`config.mk`:
```
export PLATFORM = sky130hd
export DESIGN_NAME = fifo_wr_arbiter
export DESIGN_NICKNAME = d
export VERILOG_FILES = /design/src/rtl/fifo_pkg.sv /design/src/rtl/fifo_wr_arbiter_rr_picker.sv /design/src/rtl/fifo_wr_arbiter.sv
export SDC_FILE = /design/constraint.sdc
export NUM_CORES = 1
export LEC_CHECK = 0
export ABC_CLOCK_PERIOD_IN_PS = 4000
export CORE_AREA = 2 2 92 94
export CTS_CLUSTER_DIAMETER = 50
export DETAILED_ROUTE_END_ITERATION = 12
export DIE_AREA = 0 0 94 96
export SYNTH_ARGS = -nofsm -noshare
export SYNTH_HDL_FRONTEND = slang
export SYNTH_SLANG_ARGS = --single-unit
```
`constraint.sdc`:
```
create_clock -name clk -period 4 [get_ports clk]
set_clock_uncertainty 0.1 [all_clocks]
set_input_delay 1.2 -clock clk [delete_from_list [all_inputs] [get_ports clk]]
set_output_delay 1.2 -clock clk [all_outputs]
set_load 0.02 [all_outputs]
```
`src/rtl/fifo_pkg.sv`:
```
// Shared types and constants for the FIFO write-side arbiter.
package fifo_pkg;

   typedef enum logic [1:0] {
      IDLE  = 2'd0,
      RUN   = 2'd1,
      STALL = 2'd2
   } arb_state_t;

   localparam int DEF_DATA_WIDTH = 8;
   localparam int DEF_ADDR_WIDTH = 10;
   localparam int STATS_CNT_W    = 16;

endpackage

```
`src/rtl/fifo_wr_arbiter_rr_picker.sv`:
```
// Round-robin picker: combinational, zero latency; picks the first requester at or after ptr.
// No backpressure of its own; the caller decides whether the pick becomes a grant.
module rr_picker #(
   parameter int NUM_REQ = 4,
   parameter int IDX_W   = $clog2(NUM_REQ)
) (
   input  logic [NUM_REQ-1:0] req,
   input  logic [IDX_W-1:0]   ptr,
   output logic [NUM_REQ-1:0] pick,
   output logic [IDX_W-1:0]   pick_idx
);

   logic             found;
   int               pos;
   logic [IDX_W-1:0] cand;

   always_comb begin
      pick     = '0;
      pick_idx = '0;
      found    = 1'b0;
      pos      = 0;
      cand     = '0;
      for (int k = 0; k < NUM_REQ; k++) begin
         // Rotate the search origin to ptr, wrapping past NUM_REQ-1.
         pos = int'(ptr) + k;
         if (pos >= NUM_REQ) begin
            pos = pos - NUM_REQ;
         end
         cand = IDX_W'(pos);
         if (!found && req[cand]) begin
            found      = 1'b1;
            pick[cand] = 1'b1;
            pick_idx   = cand;
         end
      end
   end

endmodule

```
`src/rtl/fifo_wr_arbiter.sv`:
```
// Round-robin write arbiter feeding fifo_memory: grant is combinational, write strobe/data one cycle later.
// Grants are withheld once occupancy plus any in-flight write reaches DEPTH; FIFO_WR_ARBITER_STATS_EN adds grant_cnt.
module fifo_wr_arbiter
   import fifo_pkg::*;
#(
   parameter int DATA_WIDTH = DEF_DATA_WIDTH,
   parameter int ADDR_WIDTH = DEF_ADDR_WIDTH,
   parameter int NUM_REQ    = 4
) (
   input  logic                          clk,
   input  logic                          rst,
   input  logic [NUM_REQ-1:0]            req,
   input  logic [NUM_REQ*DATA_WIDTH-1:0] req_data,
   output logic [NUM_REQ-1:0]            grant,
   input  logic                          fifo_read_enable,
   input  logic                          fifo_full,
   output logic                          fifo_write_enable,
   output logic [DATA_WIDTH-1:0]         fifo_write_data,
   output logic [ADDR_WIDTH:0]           occupancy,
   output logic                          err
`ifdef FIFO_WR_ARBITER_STATS_EN
   ,
   output logic [NUM_REQ*STATS_CNT_W-1:0] grant_cnt
`endif
);

   localparam int DEPTH = 2 ** ADDR_WIDTH;
   localparam int IDX_W = $clog2(NUM_REQ);

   localparam logic [ADDR_WIDTH+1:0] FILL_LIMIT = (ADDR_WIDTH+2)'(DEPTH);
   localparam logic [ADDR_WIDTH:0]   OCC_DEPTH  = (ADDR_WIDTH+1)'(DEPTH);
   localparam logic [ADDR_WIDTH:0]   OCC_DM1    = (ADDR_WIDTH+1)'(DEPTH - 1);
   localparam logic [ADDR_WIDTH:0]   OCC_ONE    = (ADDR_WIDTH+1)'(1);
   localparam logic [IDX_W-1:0]      IDX_LAST   = IDX_W'(NUM_REQ - 1);
   localparam logic [IDX_W-1:0]      IDX_ONE    = IDX_W'(1);

   arb_state_t                state_q, state_d;
   logic [IDX_W-1:0]          ptr_q;
   logic [ADDR_WIDTH:0]       occ_q, occ_d;
   logic                      we_q;
   logic [DATA_WIDTH-1:0]     wdata_q;
   logic                      err_q;

   logic [ADDR_WIDTH+1:0]     fill;
   logic                      credit;
   logic [NUM_REQ-1:0]        pick;
   logic [IDX_W-1:0]          pick_idx;
   logic [DATA_WIDTH-1:0]     sel_data;
   logic                      rd_ok;
   logic                      err_set;

   rr_picker #(
      .NUM_REQ (NUM_REQ),
      .IDX_W   (IDX_W)
   ) u_rr_picker (
      .req      (req),
      .ptr      (ptr_q),
      .pick     (pick),
      .pick_idx (pick_idx)
   );

   // The in-flight write is counted so a grant at DEPTH-1 cannot overfill.
   assign fill   = {1'b0, occ_q} + {{(ADDR_WIDTH+1){1'b0}}, we_q};
   assign credit = (fill < FILL_LIMIT);

   always_comb begin
      state_d = state_q;
      grant   = '0;
      if (!credit) begin
         state_d = STALL;
      end else if (|req) begin
         state_d = RUN;
      end else begin
         state_d = IDLE;
      end
      if (!rst && (state_q == RUN) && credit) begin
         grant = pick;
      end
   end

   always_comb begin
      sel_data = '0;
      for (int i = 0; i < NUM_REQ; i++) begin
         if (grant[i]) begin
            sel_data = req_data[i*DATA_WIDTH +: DATA_WIDTH];
         end
      end
   end

   assign rd_ok = fifo_read_enable && (occ_q != '0);

   always_comb begin
      occ_d = occ_q;
      case ({we_q, rd_ok})
         2'b10:   occ_d = occ_q + OCC_ONE;
         2'b01:   occ_d = occ_q - OCC_ONE;
         default: occ_d = occ_q;
      endcase
   end

   // The full flag may lag the credit count by one word, so only gross disagreement is flagged.
   assign err_set = (fifo_read_enable && (occ_q == '0))
                  || (fifo_full && (occ_q < OCC_DM1))
                  || (!fifo_full && (occ_q == OCC_DEPTH));

   always_ff @(posedge clk) begin
      if (rst) begin
         state_q <= IDLE;
         ptr_q   <= '0;
         occ_q   <= '0;
         we_q    <= 1'b0;
         wdata_q <= '0;
         err_q   <= 1'b0;
      end else begin
         state_q <= state_d;
         occ_q   <= occ_d;
         we_q    <= |grant;
         err_q   <= err_q | err_set;
         if (|grant) begin
            wdata_q <= sel_data;
            ptr_q   <= (pick_idx == IDX_LAST) ? '0 : pick_idx + IDX_ONE;
         end
      end
   end

   assign fifo_write_enable = we_q;
   assign fifo_write_data   = wdata_q;
   assign occupancy         = occ_q;
   assign err               = err_q;

`ifdef FIFO_WR_ARBITER_STATS_EN
   logic [STATS_CNT_W-1:0] cnt_q [NUM_REQ];

   always_ff @(posedge clk) begin
      if (rst) begin
         for (int i = 0; i < NUM_REQ; i++) begin
            cnt_q[i] <= '0;
         end
      end else begin
         for (int i = 0; i < NUM_REQ; i++) begin
            if (grant[i] && (cnt_q[i] != '1)) begin
               cnt_q[i] <= cnt_q[i] + STATS_CNT_W'(1);
            end
         end
      end
   end

   for (genvar g = 0; g < NUM_REQ; g++) begin : g_cnt
      assign grant_cnt[g*STATS_CNT_W +: STATS_CNT_W] = cnt_q[g];
   end
`endif

endmodule

```
Yosys cells after proc, flatten, opt, wreduce, memory -nomap -nowiden
Index checks and enable logic that the tools add are counted.
{"block": "word_totals", "reg_bits": 25, "out_inout_bits": 25, "elab_cells": 108}
{"block": "op_classes", "n_addsub": 11, "n_lt_le_gt_ge": 14, "eq_ne": 5, "mux": 40, "bitwise": 5, "n_reduce_logical": 26}
{"operator": "$mux 8", "count": 4}
{"operator": "$pmux 11 s2", "count": 1}
{"operator": "$mux 2", "count": 10}
{"operator": "$mux 4", "count": 5}
{"operator": "$logic_and 1x1->1", "count": 13}
{"operator": "$add 11x1->12", "count": 1}
{"operator": "$lt 12x11->1 const B", "count": 1}
{"operator": "$lt 2x3->1 const B", "count": 4}
{"operator": "$mux 1", "count": 12}
{"operator": "$or 4x4->4", "count": 3}
{"operator": "$add 11x1->11 const B", "count": 1}
{"operator": "$eq 11x11->1 const B", "count": 1}
{"operator": "$logic_not 11->1", "count": 1}
{"operator": "$lt 11x10->1 const B", "count": 1}
{"operator": "$reduce_bool 11->1", "count": 1}
{"operator": "$sub 11x1->11 const B", "count": 1}
{"operator": "$ge 3x3->1 const B", "count": 3}
{"operator": "$bmux 1 s2", "count": 4}
{"operator": "$demux 1 s2", "count": 4}
{"operator": "$ge 2x1->1 const B", "count": 4}
{"operator": "$reduce_or 4->1", "count": 2}
{"operator": "$sub 2x1->2 const B", "count": 4}
{"operator": "$add 2x2->3 const B", "count": 2}
{"operator": "$logic_not 1->1", "count": 5}
{"operator": "10 further kinds", "count": 13}

Depth between registers and ports, before layout
{"block": "logic_depth", "depth_word": 19, "depth_mapped": 16, "depth_no_buf": 14}

Hierarchy
From an unflattened synthesis, not the netlist that was laid out.
{"block": "unflattened", "hier_cells": 306, "hier_area_um2": 2357.3}
{"mod": "fifo_wr_arbiter", "instances": 1, "cells_each": 241, "area_per_inst_um2": 1868.0, "seq_area_each_um2": 500.5}
{"mod": "rr_picker", "instances": 1, "cells_each": 65, "area_per_inst_um2": 489.2, "seq_area_each_um2": 0.0}

Least setup slack after synthesis
OpenSTA, ideal clock, no wires.
{"block": "synth_timing", "path_kind": "input-to-output", "start": "input port req[0]", "end": "output port grant[1]", "t_arrival_ns": 2.792, "required_time_ns": 2.700, "slack_ns": -0.092, "stages": 7, "path_cell_list": "buf_2 mux4_2 nand3b_1 o2bb2ai_1 a21boi_4 buf_4 nor2_1"}
{"block": "synth_between", "elab_chain_len": 13, "elab_cells_between_ends": 25, "classes_between": "mux: 16; bitwise: 3; reduce/logical: 6"}
{"element": "start, declared", "line": "fifo_wr_arbiter.sv:12", "source": "input logic [NUM_REQ-1:0] req,"}
{"element": "$bmux 1 s2", "line": "fifo_wr_arbiter_rr_picker.sv:30", "source": "if (!found && req[cand]) begin"}
{"element": "$mux 1 (not written as such)", "line": "fifo_wr_arbiter_rr_picker.sv:30"}
{"element": "$mux 1", "line": "fifo_wr_arbiter_rr_picker.sv:30"}
{"element": "$logic_not 1->1", "line": "fifo_wr_arbiter_rr_picker.sv:30"}
{"element": "$logic_and 1x1->1", "line": "fifo_wr_arbiter_rr_picker.sv:30"}
{"element": "$mux 1", "line": "fifo_wr_arbiter_rr_picker.sv:30"}
{"element": "$logic_not 1->1", "line": "fifo_wr_arbiter_rr_picker.sv:30"}
{"element": "$logic_and 1x1->1", "line": "fifo_wr_arbiter_rr_picker.sv:30"}
{"element": "$mux 1", "line": "fifo_wr_arbiter_rr_picker.sv:30"}
{"element": "$logic_not 1->1", "line": "fifo_wr_arbiter_rr_picker.sv:30"}
{"element": "$logic_and 1x1->1", "line": "fifo_wr_arbiter_rr_picker.sv:30"}
{"element": "$mux 4 *", "line": "fifo_wr_arbiter_rr_picker.sv:30"}
{"element": "$mux 4 *", "line": "fifo_wr_arbiter.sv:76", "source": "if (!rst && (state_q == RUN) && credit) begin"}
{"element": "end, declared", "line": "fifo_wr_arbiter.sv:14", "source": "output logic [NUM_REQ-1:0] grant,"}
Every way passes the cells marked *; elsewhere a longest branch is shown, timed or not. The select of a mux whose other input is x is not followed.

Final worst setup path
Ends and elaborated chain as after synthesis.

==> flow_metrics.env <==
export IMPL_max_freq_mhz=253
export IMPL_rr_worst_depth=15
export IMPL_worst_pin_slew_ps=413
export IMPL_fp_dieH_um=96
export IMPL_end_kind="output pin"
export IMPL_diodes=0
export IMPL_clk_path_buf_depth=2
export IMPL_maxSlewViolCount=0
export IMPL_firstDrtPassIters=4
export IMPL_synth_cell_types=69
export IMPL_cts_tree="yes"
export IMPL_crit_family="multiplexers"
export IMPL_cts_hold_buffers=0
export IMPL_synthMostInstantiatedCell="nor2_1"
export IMPL_max_vdd_ir_drop_uv=183
export IMPL_grt_pass1_vias=2320
export IMPL_synth_area_um2=2350
export IMPL_ys_top_cells_by_count="nor2_1, a21oi_1, dfxtp_1"
export IMPL_required_ps=2700
export IMPL_finalSetupViolations=0
export IMPL_fillers=826
export IMPL_grt_max_degree=27
export IMPL_yosys_area_top_type_share=0.213
export IMPL_swShare=0.457
export IMPL_syn_instance_count=301
export IMPL_final_antenna_net_count=0
export IMPL_nets=440
export IMPL_power_leakage_nw=1.27
export IMPL_cp_cell_sequence="buf_4, buf_4, mux4_2, a21oi_2, o2bb2ai_2, a21boi_4, nor2_4, buf_6"
export IMPL_async_flop_share=0
export IMPL_wire_per_inst_um=14.4
export IMPL_stdcell_area_um2=3460
export IMPL_reg2reg_from="occupancy[3]"
export IMPL_comb_power_share=0.716
export IMPL_max_slew_margin=0.724
export IMPL_synth_seq_cells=25
export IMPL_hold_start="fifo_write_data[0]"
export IMPL_status="finished clean"
export IMPL_path_class="in2out"
export IMPL_min_period_over_period=0.990
export IMPL_die_w_um=94
export IMPL_worst_path_most_repeated_cell="buf_4"
export IMPL_powerDensity_nw_per_um2=569
export IMPL_hold_viol=0
export IMPL_place_area_um2=3320
export IMPL_total_power_mw=1.97
export IMPL_start_util=0.292
export IMPL_cap_violations=0
export IMPL_arrival_ps=2660
export IMPL_holdCritPathClass="reg2reg"
export IMPL_drt_wl_total_um=7080
export IMPL_num_rows=33
export IMPL_grt_usage=0.156
export IMPL_power_switching_mw=0.899
export IMPL_p_seq_frac=0.200
export IMPL_grt_overflow=0
export IMPL_crit_path_max_incr_delay_ps=530
export IMPL_cp_num_buf_inv=3
export IMPL_r2r_setup_slack_ps=690
export IMPL_clockRootBuffer="clkbuf_8"
export IMPL_whs_path_depth=1
export IMPL_clkTransAtPathRegs_ps=100
export IMPL_drtIter0Drc=86
export IMPL_gp_congestion=0.903
export IMPL_ys_warnings_count=0
export IMPL_synth_main_ff_cell="dfxtp_1"
export IMPL_avgSynthCellArea_um2=7.82
export IMPL_antenna_found_initial=0
export IMPL_dpl_hpwl_um=5240
export IMPL_drive_above_1_share=0.209
export IMPL_power_internal_mw=1.07
export IMPL_fin_crit_ps=3960
export IMPL_slowest_stage="mux4_2"
export IMPL_rsz0062_at_grt="yes"
export IMPL_core_area_um2=8050
export IMPL_reg2reg_to="occupancy[10]"
export IMPL_clk_latency_ps=280
export IMPL_htree_levels=1
export IMPL_io_pins=65
export IMPL_synthTopCellsByArea="dfxtp_1, ha_1, a21oi_1"
export IMPL_grt_pass1_wl_um=11400
export IMPL_die_area_um2=9020
export IMPL_clockPowerShare=0.084
export IMPL_num_vias=2554
export IMPL_start_kind="input port"
export IMPL_min_to="fifo_write_data[0]"
export IMPL_synth_enable_flop_cells=0
export IMPL_synth_seq_area_share=0.213
export IMPL_crit_fanout=8
export IMPL_vias_per_cell=5.19
export IMPL_synth_fp_nets=353
export IMPL_drc=0
export IMPL_clock_sinks=25
export IMPL_portBuffers=64
export IMPL_numCtsBuffers=3
export IMPL_synthToLayoutAreaGrowth_pct=46.8
export IMPL_synth_area_leader_cell="dfxtp_1"
[logic make-up (layout without fill, tap and decap cells)]
kind of cell               Yosys count  in the layout  share of synthesized area
and+or+nand+nor                    107            107                      0.239
xor gates and xnor gates             7              7                     0.0261
buffers and inverters               34            120                     0.0649
DFF                                 25             25                      0.213
AOI/OAI and AO/OA                   98             98                      0.299
muxes                               18             18                     0.0952
adders and majority gates           12             12                     0.0638
[sequential cells by signal, indices dropped and copies added (netlist names), named ones only]
signal / flops
ptr_q: 1
err: 1
state_q: 2
fifo_write_data: 8
fifo_write_enable: 1
occupancy: 11
[cell usage in the layout (no fill, tap or decap), drive strengths merged, types with 4 or more instances in the layout]
cell,n
nand3,12
ha,12
o22ai,4
nand2b,4
nor2,28
xor2,4
dfxtp,25
clkdlybuf4s50,56
o21ai,19
a21oi,27
inv,11
nand2,21
nor2b,4
a221o,7
mux2i,13
a21boi,4
or3,9
buf,49
nand3b,8
nor3,4
[final cells by class]
class,instances,area (µm²),share of cell area
Clock buffer,3,41.3,0.0119
Clock inverter,1,7.51,0.00217
Inverter,11,41.3,0.0119
Multi-Input combinational cell,242,1790,0.518
Sequential cell,25,500,0.145
Tap cell,105,131,0.0380
Timing Repair Buffer,105,942,0.273
[per-stage QoR]
step	hold slack (ps)	utilization	setup WS, ps	instances	TNS (ps)
2_1_floorplan	470	-	34.8	301	0
3_3_place_gp	370	0.412	-819	485	-3280
3_5_place_dp	366	0.412	-841	485	-3360
4_1_cts	396	0.423	27.2	490	0
5_1_grt	418	0.429	-40.1	492	-42.6
6_report	396	0.429	39.6	492	0
[metal layers]
metal | track usage | vias to the layer above | wire, µm
met5 | 0 | - | 0
met4 | 0.0459 | 0 | 85
met3 | 0.0117 | 4 | 147
met2 | 0.265 | 40 | 3560
met1 | 0.212 | 1211 | 3290
li1 | - | 1299 | -
[power by group through the flow]
stage	registers [mW]	logic (mW)	clock network [mW]
after floorplan	0.452	0.830	0
after global placement	0.396	1.33	0
after detailed placement	0.398	1.34	0
after CTS	0.392	1.38	0.173
after global routing	0.404	1.55	0.182
final	0.393	1.41	0.165
[worst max-delay path by stage]
| stage | to | start | cells past startpoint | slack [ps] |
|---|---|---|---|---|
| final | grant[1] | req[0] | 8 | 40 |
| after floorplan | grant[1] | req[0] | 7 | 30 |
| after detailed placement | grant[3] | req[3] | 7 | -840 |
| after global routing | occupancy[10] | fifo_read_enable | 14 | -40 |
| after global placement | grant[3] | req[0] | 6 | -820 |
| after CTS | grant[2] | rst | 6 | 30 |
[timing repair]
| action | 4_1_cts | 5_1_grt |
|---|---|---|
| endpoints found under the setup margin | 4 | 6 |
| setup buffers | 1 | 2 |
| pin swaps | 5 | 4 |
| gates resized for setup | 48 | 11 |
(Power assumes the default switching activity.)
